<file path="src/rtl/iter_array_mult_if.sv">
// Handshake and data bundle for the iterative array multiplier.
// The multiplier sits on the slave side. The operand source and result sink sit on the master side.
interface iter_array_mult_if #(
  parameter int WIDTH = 8
);
  logic                 in_valid;
  logic                 in_ready;
  logic [WIDTH-1:0]     a;
  logic [WIDTH-1:0]     b;
  logic                 signed_mode;
  logic                 out_valid;
  logic                 out_ready;
  logic [2*WIDTH-1:0]   p;
  logic                 busy;

  modport slave (
    input  in_valid, a, b, signed_mode, out_ready,
    output in_ready, out_valid, p, busy
  );

  modport master (
    output in_valid, a, b, signed_mode, out_ready,
    input  in_ready, out_valid, p, busy
  );
endinterface

</file>
<file path="src/rtl/iter_array_mult.sv">
// Iterative WIDTH x WIDTH multiplier, unsigned or two's complement.
// It computes one partial-product row per clock using a single WIDTH-bit adder.
// Signed operands are reduced to magnitudes on entry. The sign is reapplied in a single FIX cycle.
module iter_array_mult #(
  parameter int WIDTH = 8
) (
  input  logic              clk,
  input  logic              rst_n,
  iter_array_mult_if.slave  bus
);

  localparam int CW = $clog2(WIDTH + 1);

  typedef enum logic [1:0] {IDLE, BUSY, FIX, DONE} state_t;

  state_t               state;
  state_t               state_next;
  logic [WIDTH-1:0]     mcand;
  logic [WIDTH-1:0]     mplier;
  logic [2*WIDTH-1:0]   acc;
  logic [2*WIDTH-1:0]   p_reg;
  logic [CW-1:0]        count;
  logic                 neg;

  logic                 accept;
  logic [WIDTH-1:0]     a_mag;
  logic [WIDTH-1:0]     b_mag;
  logic [WIDTH-1:0]     addend;
  logic [WIDTH:0]       row_sum;

  // Operand magnitudes and the adder for the current row.
  // -2^(WIDTH-1) negates to itself, which reads correctly as an unsigned magnitude.
  always_comb begin
    accept  = (state == IDLE) && bus.in_valid;
    a_mag   = (bus.signed_mode && bus.a[WIDTH-1]) ? -bus.a : bus.a;
    b_mag   = (bus.signed_mode && bus.b[WIDTH-1]) ? -bus.b : bus.b;
    addend  = mplier[0] ? mcand : '0;
    row_sum = {1'b0, acc[2*WIDTH-1:WIDTH]} + {1'b0, addend};
  end

  // State register.
  always_ff @(posedge clk or negedge rst_n) begin
    if (!rst_n) state <= IDLE;
    else        state <= state_next;
  end

  // Next-state logic. Each row takes one BUSY cycle, and rows are never skipped.
  always_comb begin
    state_next = state;
    case (state)
      IDLE: if (bus.in_valid)              state_next = BUSY;
      BUSY: if (count == CW'(1))           state_next = FIX;
      FIX:                                 state_next = DONE;
      DONE: if (bus.out_ready)             state_next = IDLE;
      default:                             state_next = IDLE;
    endcase
  end

  // Output decodes come only from the state register.
  // They have no combinational path from in_valid or out_ready.
  always_comb begin
    bus.in_ready  = (state == IDLE);
    bus.out_valid = (state == DONE);
    bus.busy      = (state == BUSY) || (state == FIX);
    bus.p         = p_reg;
  end

  // Datapath: capture on accept, then run shift-and-add rows in BUSY.
  // The sign is applied in FIX. p_reg changes only on the FIX edge, so it holds steady through DONE.
  always_ff @(posedge clk or negedge rst_n) begin
    if (!rst_n) begin
      mcand  <= '0;
      mplier <= '0;
      acc    <= '0;
      p_reg  <= '0;
      count  <= '0;
      neg    <= 1'b0;
    end else begin
      case (state)
        IDLE: begin
          if (accept) begin
            mcand  <= a_mag;
            mplier <= b_mag;
            acc    <= '0;
            count  <= CW'(WIDTH);
            neg    <= bus.signed_mode & (bus.a[WIDTH-1] ^ bus.b[WIDTH-1]);
          end
        end
        BUSY: begin
          acc    <= {row_sum, acc[WIDTH-1:1]};
          mplier <= {acc[0], mplier[WIDTH-1:1]};
          count  <= count - CW'(1);
        end
        FIX: begin
          p_reg <= neg ? -acc : acc;
        end
        default: ;
      endcase
    end
  end

endmodule

</file>
<file path="src/flat_wrapper.sv">
// flat-port wrapper written by rule: the top's interface ports become plain ports
module iter_array_mult_flat 
#(
  parameter int WIDTH = 8
)
  (clk, rst_n, bus_in_valid, bus_a, bus_b, bus_signed_mode, bus_out_ready, bus_in_ready, bus_out_valid, bus_p, bus_busy);
  iter_array_mult_if #(.WIDTH(WIDTH)) bus_i ();
  input  logic clk;
  input  logic rst_n;
  input wire logic [$bits(bus_i.in_valid)-1:0] bus_in_valid;
  input wire logic [$bits(bus_i.a)-1:0] bus_a;
  input wire logic [$bits(bus_i.b)-1:0] bus_b;
  input wire logic [$bits(bus_i.signed_mode)-1:0] bus_signed_mode;
  input wire logic [$bits(bus_i.out_ready)-1:0] bus_out_ready;
  output wire logic [$bits(bus_i.in_ready)-1:0] bus_in_ready;
  output wire logic [$bits(bus_i.out_valid)-1:0] bus_out_valid;
  output wire logic [$bits(bus_i.p)-1:0] bus_p;
  output wire logic [$bits(bus_i.busy)-1:0] bus_busy;
  assign bus_i.in_valid = bus_in_valid;
  assign bus_i.a = bus_a;
  assign bus_i.b = bus_b;
  assign bus_i.signed_mode = bus_signed_mode;
  assign bus_i.out_ready = bus_out_ready;
  assign bus_in_ready = bus_i.in_ready;
  assign bus_out_valid = bus_i.out_valid;
  assign bus_p = bus_i.p;
  assign bus_busy = bus_i.busy;
  iter_array_mult #(.WIDTH(WIDTH)) u_core (.clk(clk), .rst_n(rst_n), .bus(bus_i));
endmodule
</file>
<file path="config.mk">
export PLATFORM = sky130hd
export DESIGN_NAME = iter_array_mult_flat
export DESIGN_NICKNAME = d
export VERILOG_FILES = /design/src/rtl/iter_array_mult_if.sv /design/src/rtl/iter_array_mult.sv /design/src/flat_wrapper.sv
export SDC_FILE = /design/constraint.sdc
export NUM_CORES = 1
export LEC_CHECK = 0
export CORE_MARGIN = 3
export CORE_UTILIZATION = 40
export CTS_BUF_LIST = sky130_fd_sc_hd__clkbuf_2
export DETAILED_ROUTE_END_ITERATION = 10
export DONT_BUFFER_PORTS = 1
export HOLD_SLACK_MARGIN = 0.08
export SYNTH_ARGS = -nofsm -noshare
export SYNTH_HDL_FRONTEND = slang
export SYNTH_SLANG_ARGS = --single-unit
</file>
<file path="constraint.sdc">
create_clock -name clk -period 5.72 [get_ports clk]
set_input_delay 0 -clock clk [delete_from_list [all_inputs] [get_ports clk]]
set_output_delay 0 -clock clk [all_outputs]
set_load 0.1 [all_outputs]
</file>
==> results of run 1 <==
what timing repair did:
| item | CTS | global route |
|---|---|---|
| hold endpoints to repair | 76 | 0 |
| buffers inserted | 0 | 0 |
| hold buffers | 35 | 0 |
| resized for setup | 0 | 0 |
critical path, stage by stage (launching register included):
cell     delay [ns]
dfrtp_1        0.46
inv_1          0.10
ha_1           0.20
buf_4          0.27
nand2_1        0.41
o21a_1         0.79
mux2_2         0.41
routing by layer:
metal | track usage | share of wire | wire (um)
met5 | 0 | 0 | 0
met4 | 0.0497 | 0.010 | 72
met3 | 0.0352 | 0.040 | 280
met2 | 0.253 | 0.47 | 3300
met1 | 0.207 | 0.48 | 3420
layout make-up:
type / count / area [um^2]
fill: 721 / 4040
multi-input combinational: 265 / 1820
sequential: 55 / 1380
timing repair buffer: 37 / 400
tap: 102 / 128
inverter: 16 / 60.1
clock inverter: 3 / 38.8
clock buffer: 5 / 25.0
layout by cell type, fill, tap and decap left out, types with 6 or more instances in the layout:
cell,Yosys,layout
nand2_1,38,38
ha_1,17,17
dlygate4sd3_1,0,33
o31ai_1,6,6
o21ai_0,25,25
nand3_1,6,6
mux2_2,6,6
mux2i_1,8,8
xor2_1,10,10
a22o_1,6,6
inv_1,15,15
nor2_1,22,22
dfrtp_1,55,55
and2_1,10,10
xnor2_1,14,14
a21oi_1,19,19
power breakdown:
| part | switching [mW] | leakage [nW] | internal, mW |
|---|---|---|---|
| registers | 0.509 | 0.704 | 0.545 |
| logic | 0.593 | 0.960 | 0.422 |
| clock network | 0.122 | 0.0404 | 0.0717 |
metrics by stage:
stage          power (mW)  hold slack, ns
2_1_floorplan        1.86          -0.296
6_report             2.26           0.126
3_3_place_gp         2.00          -0.294
3_5_place_dp         2.03          -0.294
5_1_grt              2.44           0.123
4_1_cts              2.28           0.123
logic make-up (layout without fill, tap and decap cells):
group / count (synthesis) / count (layout) / share of synthesized area
AOI/OAI and AO/OA: 97 / 97 / 0.199
muxes: 15 / 15 / 0.0489
adders and majority gates: 18 / 18 / 0.0700
and+or+nand+nor: 111 / 111 / 0.167
xor gates and xnor gates: 24 / 24 / 0.0632
buffers and inverters: 32 / 61 / 0.0376
DFF: 55 / 55 / 0.414
how the worst min path moves through the flow:
stage	from	endpoint	slack [ns]
after floorplan	rst_n	u_core.acc[0]	-0.30
after global placement	rst_n	u_core.bus.p[1]	-0.29
after detailed placement	rst_n	u_core.bus.p[2]	-0.29
after CTS	rst_n	u_core.count[3]	0.12
after global routing	rst_n	u_core.count[0]	0.12
final	rst_n	u_core.mplier[4]	0.13
==> run metrics, run 1 <==
WL/cell=about 15 um; Core Region=approximately 7900 um^2; row count=32; Peak VDD IR=203 uV; Mapped Nets=391; R2R Path End=u_core.mplier[1]; r2r setup slk=2.99 ns; measured slew at the worst slew-check pin=0.994 ns; Final Hold Fails=0; post-synthesis sequential area ratio=0.414; setup TNS=0 ns; WL final=slightly above 7000 um; Reg-to-Reg Start=u_core.state[0]; GRT Total Usage=0.156; PwrDens=587 nW/um^2; post-synth top area share=0.414; Post-synth top cells=55 x dfrtp_1, 38 x nand2_1, 25 x o21ai_0; Final min period=~2.7 ns; Synth Warn #=0; EDFF count, synth=0; Placed Cells incl. Taps=440; count of final max-slew check failures=0; drt pass-1 iters=4; Layout Nets=~420; first-pass GRT wire length=12400 um; crit path to=u_core.mplier[1]; Synth Cell Area=3330 um^2; post-DR vias/cell=5.42; via count=between 2k and 3k; CP startpoint=u_core.state[0]; post-place setup slack=3.05 ns; drc violations=0; Core Util, Final=0.488; fin worst setup slack=between 2 and 3 ns; slew margin rel.=0.337; IO Pins=40; startpoint types=flop; Die Y=roughly 97 um; number of cells on the worst reg-to-reg path=6; Area Overhead vs Synth=15.8%; Hold Path Class=input pin to asynchronous set/reset pin; H-tree levels=2; detailed router's first-iteration violation count=between 80 and 90; Arrival @ worst endpoint=approximately 3.1 ns; Clk Latency, worst-skew pair=around 0.44 ns; layout cells sized above 1=0.0840; #FFs+latches synth=55; Setup violations, final=0; final antenna-violating net count=0; dpl hpwl=4880 um; Synth Instances=around 350; Netlist cell types=60; Die ar.=9440 um^2; antenna violations before repair=0; top post-synthesis cells by area=dfrtp_1 41%, ha_1 6.4%, nand2_1 4.3%; cell with the most instances after synthesis=dfrtp_1; leakage power=between 1.5 and 2 nW; Worst-path clk slew=between 0.2 and 0.3 ns; input/output buffers=0; Worst Setup End Kind=flop; placed instance area=3400 um^2; status=complete, no violations; CP required=just over 6 ns; largest net degree at the start of global routing=56; number of global-route vias before repair=2678; grt ovf=0; Non-Filler Instances=483; ys flop type=dfrtp_1; Clock Root Buffer=clkbuf_2; CTS Buf Count=5; die width=97.2 um; RSZ-0062 raised after global routing=no; Starting Density=0.422; final worst path period share=0.478; FMAX=approximately 370 MHz; number of max-cap violations=0; Final Instance Area=approximately 3900 um^2; clk sinks=55; CP Max Fanout=28; asr flop ratio synth=1.00; syn avg cell area=9.45 um^2; RePlAce Congestion=0.803; CTS tree=built; Ant. Diodes=0; WS Path Type=flop to flop; CTS Buffer Depth=2; clock skew=0.0249 ns; Synth area leader=dfrtp_1
Power figures use the tool's default switching activity.
==> run 2: changes to the inputs <==
- clock period: 5.72 -> 2.5 ns (I/O delays scaled with it)
==> run 2 against run 1 <==
  * Register-to-register slack worse by 2.8 ns
  * Maximum frequency is 19% higher
  * Design area is 5.8% higher
  * Critical path type unchanged
==> run metrics, run 2 (same netlist as run 1, synthesis figures left out) <==
Reg-to-Reg Start=u_core.mplier[0]; most frequent cells in the layout=55 x dfrtp_1, 39 x dlygate4sd3_1, 38 x nand2_1; grt ovf=0 (unchanged); startpoint types=flop; Core Region=7890 um^2 (unchanged); Peak VDD IR=481 uV (+140%); WL final=7380 um (+4.4%); status=complete, no violations; row count=32 (unchanged); first-pass GRT wire length=12800 um (+2.9%); RePlAce Congestion=0.822 (+2.4%); final antenna-violating net count=0 (unchanged); Worst-path clk slew=0.28 ns (about the same); die width=97.2 um (unchanged); drt pass-1 iters=4 (unchanged); detailed router's first-iteration violation count=69 (-15%); largest net degree at the start of global routing=56 (unchanged); CP startpoint=u_core.mplier[0]; leakage power=1.84 nW (+7.7%); measured slew at the worst slew-check pin=0.918 ns (-0.0765 ns); Final Instance Area=4080 um^2 (+5.8%); layout cells sized above 1=0.128 (+0.0444); count of final max-slew check failures=0 (unchanged); most common cell after layout, fill and taps aside=dfrtp_1; final worst path period share=0.920 (+0.442); Die Y=97.2 um (unchanged); routed wl met2=3610 um (+9.5%); dpl hpwl=5050 um (+3.5%); H-tree levels=2 (unchanged); routed wl met3=273 um (-2.5%); placed instance area=3540 um^2 (+4.0%); number of max-cap violations=0 (unchanged); Area Overhead vs Synth=22.6%; Arrival @ worst endpoint=2.65 ns (-0.43 ns); r2r setup slk=0.20 ns (-2.79 ns); number of cells on the worst reg-to-reg path=7 (+1); Core Util, Final=0.517 (+0.0284); fillers=716 (-0.69%); Final min period=2.30 ns (-0.433 ns); clk sinks=55 (unchanged); number of global-route vias before repair=2776 (+3.7%); setup TNS=0 ns (unchanged); Hold Path Class=input pin to asynchronous set/reset pin; slew margin rel.=0.388 (+0.0510); post-DR vias/cell=5.40 (-0.36%); Worst Setup End Kind=flop; input/output buffers=0 (unchanged); Setup violations, final=0 (unchanged); wire length on met1=3480 um (+1.8%); GRT Total Usage=0.160 (+0.00442); antenna violations before repair=0 (unchanged); via count=2736 (+4.6%); R2R Path End=u_core.acc[13]; clock skew=0.0239 ns (-0.000966 ns); WS Path Type=flop to flop; RSZ-0062 raised after global routing=no; IO Pins=40 (unchanged); final hold slack=0.111 ns (-0.0147 ns); Top Metal Used=met4; CTS tree=built; postcts setup bufs=0 (unchanged); Clk Latency, worst-skew pair=0.44 ns (about the same); CP required=2.85 ns (-3.22 ns); WL/cell=14.6 um (-0.54%); Die ar.=9440 um^2 (unchanged); Clock Root Buffer=clkbuf_2; PwrDens=1370 nW/um^2 (+130%); CTS Buf Count=5 (unchanged); Final Power=5.60 mW (+150%); Ant. Diodes=0 (unchanged); FMAX=435 MHz (+19%); Layout Nets=443 (+5.7%); CTS Buffer Depth=2 (unchanged); drc violations=0 (unchanged); Starting Density=0.422 (unchanged); Final Hold Fails=0 (unchanged); CP Max Fanout=9 (-68%)
==> run 2: cell types whose count changed in the layout (fill, tap and decap cells not counted) <==
cell,delta
dlygate4sd3_1,+6
buf_4,+18
clkinv_2,-1
ha_1,-1
bufinv_16,+1
clkbuf_2,+1
clkinv_1,-1
ha_2,+1
==> run 2: critical path, cell delays in order (launching register included) <==
cell	delay, ns
dfrtp_1	0.50
and2_1	0.18
ha_1	0.22
fa_1	0.41
a21oi_1	0.24
o211ai_1	0.13
a211o_1	0.30
a32o_1	0.26
==> run 2: per-layer routing <==
layer / vias up / global-route usage
li1: 1376 / -
met1: 1317 / 0.204
met2: 41 / 0.279
met3: 2 / 0.0366
met4: 0 / 0.0313
met5: - / 0
==> run 2: through the flow <==
stage	setup slack [ns]	std cells
2_1_floorplan	0.334	352
3_3_place_gp	0.306	458
3_5_place_dp	0.222	458
4_1_cts	0.195	507
5_1_grt	0.0868	507
6_report	0.199	507
==> run 2: how the worst max path moves through the flow <==
stage | to | slack (ns) | cells past startpoint
after CTS | u_core.acc[13] | 0.20 | 7
final | u_core.acc[13] | 0.20 | 7
after detailed placement | u_core.acc[13] | 0.22 | 7
after floorplan | u_core.acc[3] | 0.33 | 7
after global placement | u_core.acc[13] | 0.31 | 7
after global routing | u_core.mplier[6] | 0.09 | 7
==> run 2: power breakdown <==
part           internal (mW)  switching (mW)
Combinational           1.21            2.08
Sequential              1.26           0.506
Clock                  0.273           0.274
Total                   2.74            2.86
==> run 2: what timing repair did <==
item                      CTS  global route
resized for setup           0             0
hold buffers               41             0
hold endpoints to repair   84             0
==> run 2: final cells by class <==
cell class | instances | area [um^2] | share of cell area
well taps | 102 | 128 | 0.0313
flip-flops and latches | 55 | 1380 | 0.338
multi-input cells | 265 | 1830 | 0.448
inverters | 16 | 60.1 | 0.0147
repair buffers | 61 | 596 | 0.146
clock buffers | 6 | 30.0 | 0.00737
clock inverters | 2 | 60.1 | 0.0147
